<file path="config.mk">
export PLATFORM = sky130hd
export DESIGN_NAME = hazard_ctrl
export DESIGN_NICKNAME = d
export VERILOG_FILES = /design/src/rtl/hazard_ctrl.sv
export SDC_FILE = /design/constraint.sdc
export NUM_CORES = 1
export LEC_CHECK = 0
export CAP_MARGIN = 30
export CORE_MARGIN = 2
export CORE_UTILIZATION = 44
export CTS_CLUSTER_DIAMETER = 100
export CTS_CLUSTER_SIZE = 8
export DETAILED_ROUTE_END_ITERATION = 10
export PLACE_DENSITY = 0.83
export REMOVE_ABC_BUFFERS = 1
export SYNTH_ARGS = -nofsm -noshare
export SYNTH_HDL_FRONTEND = slang
export SYNTH_SLANG_ARGS = --single-unit
export TNS_END_PERCENT = 1
</file>
<file path="constraint.sdc">
create_clock -name clk -period 6.4 [get_ports clk]
set_input_delay 1.6 -clock clk [delete_from_list [all_inputs] [get_ports clk]]
set_output_delay 1.6 -clock clk [all_outputs]
set_load 0.05 [all_outputs]
</file>
<file path="src/rtl/hazard_ctrl.sv">
// Pipeline hazard and sequencing controller for the 5-stage CPU.
// Combinational stall/flush decode by fixed priority (memory freeze, redirect, load-use,
// interrupt FSM), plus a registered drain/inject FSM for interrupt entry.
module hazard_ctrl #(
    parameter int unsigned DRAIN_CYCLES = 2,
    parameter int unsigned CNT_W        = 4
) (
    input  logic       clk,
    input  logic       rst_n,
    input  logic [3:0] id_rs1,
    input  logic [3:0] id_rs2,
    input  logic       id_rs1_used,
    input  logic       id_rs2_used,
    input  logic [3:0] ex_reg_dst,
    input  logic       ex_reg_wr,
    input  logic       ex_wb_sel,
    input  logic       ex_redirect,
    input  logic       ex_returni,
    input  logic       dmem_rdy,
    input  logic       irq,
    output logic       pc_stall,
    output logic       if_id_stall,
    output logic       if_id_flush,
    output logic       id_ex_stall,
    output logic       id_ex_flush,
    output logic       ex_mem_stall,
    output logic       int_inject,
    output logic       irq_ack,
    output logic       in_isr
);

    typedef enum logic [1:0] {
        StIdle,
        StDrain,
        StInject,
        StIsr
    } state_e;

    localparam logic [CNT_W-1:0] DrainLoad = CNT_W'(DRAIN_CYCLES);

    state_e           state_q, state_d;
    logic [CNT_W-1:0] cnt_q, cnt_d;
    logic             irq_ack_q, irq_ack_d;
    logic             in_isr_q, in_isr_d;
    logic             load_use;

    // A load in EX feeding a register read in ID; r0 is hardwired and never a source.
    assign load_use = ex_wb_sel && ex_reg_wr && (ex_reg_dst != 4'd0) &&
                      ((id_rs1_used && (id_rs1 == ex_reg_dst)) ||
                       (id_rs2_used && (id_rs2 == ex_reg_dst)));

    // Priority decode of pipeline controls and FSM next state.
    always_comb begin
        pc_stall     = 1'b0;
        if_id_stall  = 1'b0;
        if_id_flush  = 1'b0;
        id_ex_stall  = 1'b0;
        id_ex_flush  = 1'b0;
        ex_mem_stall = 1'b0;
        int_inject   = 1'b0;
        state_d      = state_q;
        cnt_d        = cnt_q;
        irq_ack_d    = 1'b0;
        in_isr_d     = in_isr_q;

        if (!dmem_rdy) begin
            // Whole pipe frozen; FSM holds so drain timing resumes intact.
            pc_stall     = 1'b1;
            if_id_stall  = 1'b1;
            id_ex_stall  = 1'b1;
            ex_mem_stall = 1'b1;
        end else if (ex_redirect) begin
            if_id_flush = 1'b1;
            id_ex_flush = 1'b1;
            // Redirect injects fresh instructions; restart the drain window.
            if (state_q == StDrain) begin
                cnt_d = DrainLoad;
            end
            if ((state_q == StIsr) && ex_returni) begin
                state_d  = StIdle;
                in_isr_d = 1'b0;
            end
        end else if (load_use) begin
            pc_stall    = 1'b1;
            if_id_stall = 1'b1;
            id_ex_flush = 1'b1;
        end else begin
            unique case (state_q)
                StIdle: begin
                    if (irq && !in_isr_q) begin
                        state_d = StDrain;
                        cnt_d   = DrainLoad;
                    end
                end
                StDrain: begin
                    pc_stall    = 1'b1;
                    if_id_stall = 1'b1;
                    id_ex_flush = 1'b1;
                    cnt_d       = cnt_q - CNT_W'(1);
                    if (cnt_q == CNT_W'(1)) begin
                        state_d = StInject;
                    end
                end
                StInject: begin
                    int_inject  = 1'b1;
                    pc_stall    = 1'b1;
                    if_id_stall = 1'b1;
                    irq_ack_d   = 1'b1;
                    in_isr_d    = 1'b1;
                    state_d     = StIsr;
                end
                StIsr: begin
                    // Handler runs; irq ignored until returni.
                end
            endcase
        end
    end

    // FSM state, drain counter and registered interrupt outputs.
    always_ff @(posedge clk or negedge rst_n) begin
        if (!rst_n) begin
            state_q   <= StIdle;
            cnt_q     <= '0;
            irq_ack_q <= 1'b0;
            in_isr_q  <= 1'b0;
        end else begin
            state_q   <= state_d;
            cnt_q     <= cnt_d;
            irq_ack_q <= irq_ack_d;
            in_isr_q  <= in_isr_d;
        end
    end

    assign irq_ack = irq_ack_q;
    assign in_isr  = in_isr_q;

endmodule

</file>
==> flow_summary_export.csv, run 1 <==
group,metric,value,unit
clock_tree,cts_buffers,3,
setup_path,r2r-end,"state_q[1]",
setup_path,worstPathRequired,4.80,ns
grt,grt_pass1_vias,700,
synth,synthSimpleGateAreaFrac,23.24,%
synth,synth.area.top_cells,"dfrtp_1 (28%), ha_1 (11%), xnor2_1 (9.9%), inv_1 (5.8%), nand3_1 (4.2%)",
clock_tree,cts_setup_buffers,0,
final_layout,layout_commonest_cell,"clkdlybuf4s50_1",
floorplanning,fp-row-count,14,
detailed_routing,drtIter0Drc,11,
setup_path,start_kind,"input port",
floorplanning,io_pins,31,
sta,period_minus_slack,5.630,ns
setup_path,regToRegSetupSlack,4.36,ns
floorplanning,die-area,0.001953,mm^2
hold_path,hp-class,"reg2reg",
run_status,status,"complete, no violations",
detailed_routing,wl_per_cell,12.72,um
clock_tree,hold_buffers,0,
synth,yosysUniqueCellTypes,36,
detailed_routing,first_pass_iters,2,
synth,synth_top_area_share,28.17,%
synth,synth-xor-area-share,9.859,%
grt,grt_util_all_layers,18.57,%
place,io_buffers,30,
power_and_ir_drop,power_density,261.1,mW/mm^2
power_and_ir_drop,p_total,267.3,uW
sta,finalCritPeriodShare,87.96,%
clock_tree,clockBufferDepth,2,
clock_tree,cts-root-buf,"clkbuf_4",
job,drv_cap,0,
synth,synth_edf_count,0,
sta,max_freq,0.1776,GHz
synth,synthArstFlopShare,100.0,%
detailed_routing,drt_wl_total,1.616,mm
sta,setup_tns,0,ns
synth,synth_ff_type,"dfrtp_1",
clock_tree,clock_latency,0.24,ns
detailed_routing,drtAntennaViolNets,0,
synth,yosys_warnings,0,
grt,antenna_found_initial,0,
sta,finalHoldViolations,0,
synth,synth-seq-cells,8,
synth,synthMuxAreaShare,1.408,%
power_and_ir_drop,ir_worst_vdd,128.9,uV
clock_tree,cts_sinks,8,
sta,setup_viol,0,
hold_path,min-delay-start,"cnt_q[1]",
final_layout,synthToLayoutAreaGrowth,44.01,%
sta,rsz0062_at_grt,"no",
detailed_routing,vias,703,
grt,grt_pass1_wl,2.780,mm
hold_path,whs_endpoint,"cnt_q[1]",
grt,grt_overflow,0,
sta,finalClockSkew,0.001547,ns
hold_path,whs_path_depth,1,
sta,final.setup.worst_slack,0.7703,ns
sta,relSlewSlack,65.90,%
synth,synth.yosys.seq_area_share,28.17,%
setup_path,path_max_fanout,11,
final_layout,layout.nets,141,
setup_path,r2r_cells,7,
final_layout,diodes,0,
setup_path,cp-end-kind,"output pin",
floorplanning,die_h,44.19,um
setup_path,r2r_start,"cnt_q[1]",
power_and_ir_drop,p_leak,0.4134,nW
place,dp_hpwl,1.372,mm
synth,synth_top_area_cell,"dfrtp_1",
setup_path,crit_arrival,4.03,ns
grt,grt_max_degree,13,
synth,synth.avg_cell_area,8.667,um^2
place,finalWeightedCongestion,0.7368,
floorplanning,start_util,47.18,%
final_layout,drive_above_1_share,5.405,%
synth,synth_fa_ha_area_share,10.56,%
floorplanning,dieWidth,44.19,um
synth,synth_top_family_by_area,"simple AND/OR/NAND/NOR gates",
clock_tree,ctsResizeCount,0,
synth,synth_compound_area_share,16.73,%
synth,syn-instance-count,82,
floorplanning,core-area,0.001506,mm^2
detailed_routing,drcViolationCount,0,
clock_tree,h-tree-depth,1,
clock_tree,cts_tree,"done",
clock_tree,clkTransAtPathRegs,0.05,ns
synth,netlist_area,710.7,um^2
place,dp_worst_setup_slack,0.7538,ns
sta,worstMarginPinSlew,0.5100,ns
final_layout,mostFrequentLayoutCells,"clkdlybuf4s50_1 (30), inv_1 (11), xnor2_1 (8), dfrtp_1 (8)",
setup_path,crit_type,"in2out",
detailed_routing,vias_per_cell,5.535,
sta,final_max_slew_viol_count,0,
-- flip-flops by register name (all words and copies together) (netlist names) --
| register | flops |
|---|---|
| cnt_q | 4 |
| irq_ack | 1 |
| state_q | 2 |
| in_isr | 1 |
-- Yosys cell counts, types with 2 or more instances --
master and instances:
ha_1 6, o311ai_0 2, nand2_1 2, buf_4 2, a21oi_1 2, o21ai_0 3
xnor2_1 8, inv_1 11, nand4_1 2, dfrtp_1 8, nand3_1 6, nor3_1 3
nor2_1 4
-- critical path, stage by stage --
cell             delay (ns)
clkdlybuf4s50_1        0.47
or4_4                  0.56
nand4_1                0.13
o22ai_2                0.16
nor3_1                 0.27
clkdlybuf4s50_1        0.85
-- logic make-up after synthesis --
group           Yosys count
mux                       1
fa+ha+maj                 6
xor+xnor                  8
simple gates             28
compound gates           16
flops                     8
buf+inv                  15
-- routing by layer --
metal  vias up  track usage (%)  share of wire, %
li1        349                -                 -
met4         0            7.879               1.2
met1       321            21.00                44
met5         -                0                 0
met3         2            5.714               8.8
met2        31            32.06                46
-- area by class of cell --
class                      count  area, um^2
sequential                     8       200.2
clock buffer                   3       22.52
tap                           16       20.02
timing repair buffer          30       300.3
fill                         132       483.0
inverter                      11       41.29
multi-input combinational     59       439.2
-- power by group --
group | internal (mW) | total [mW] | switching (mW)
Combinational | 0.0650 | 0.146 | 0.0809
Clock | 0.0213 | 0.0361 | 0.0148
Sequential | 0.0671 | 0.0852 | 0.0181
Total | 0.153 | 0.267 | 0.114
-- how the worst max path moves through the flow --
stage,startpoint,end,slack [ns],cells after the start
floorplan,ex_reg_dst[1],if_id_stall,0.48,5
global placement,ex_reg_dst[0],int_inject,0.82,6
detailed placement,ex_reg_dst[0],int_inject,0.75,6
CTS,ex_reg_dst[0],int_inject,0.76,6
global route,ex_reg_dst[2],if_id_stall,0.62,7
finish,ex_reg_dst[0],int_inject,0.77,6
-- per-stage QoR --
step / utilization (%) / hold WS [ns] / cells / cell area, um^2
2_1_floorplan: - / 0.5006 / 78 / 680.7
5_1_grt: 67.94 / 0.5942 / 127 / 1023
3_5_place_dp: 66.45 / 0.5338 / 124 / 1001
6_report: 67.94 / 0.5491 / 127 / 1023
3_3_place_gp: 66.45 / 0.5304 / 124 / 1001
4_1_cts: 67.94 / 0.5476 / 127 / 1023
Power figures use the tool's default switching activity.
==> run 2: changes to the inputs <==
- SETUP_SLACK_MARGIN: not set -> 0.1
==> results of run 2 <==
Final layout, timing and power as in run 1 (identical DEF).
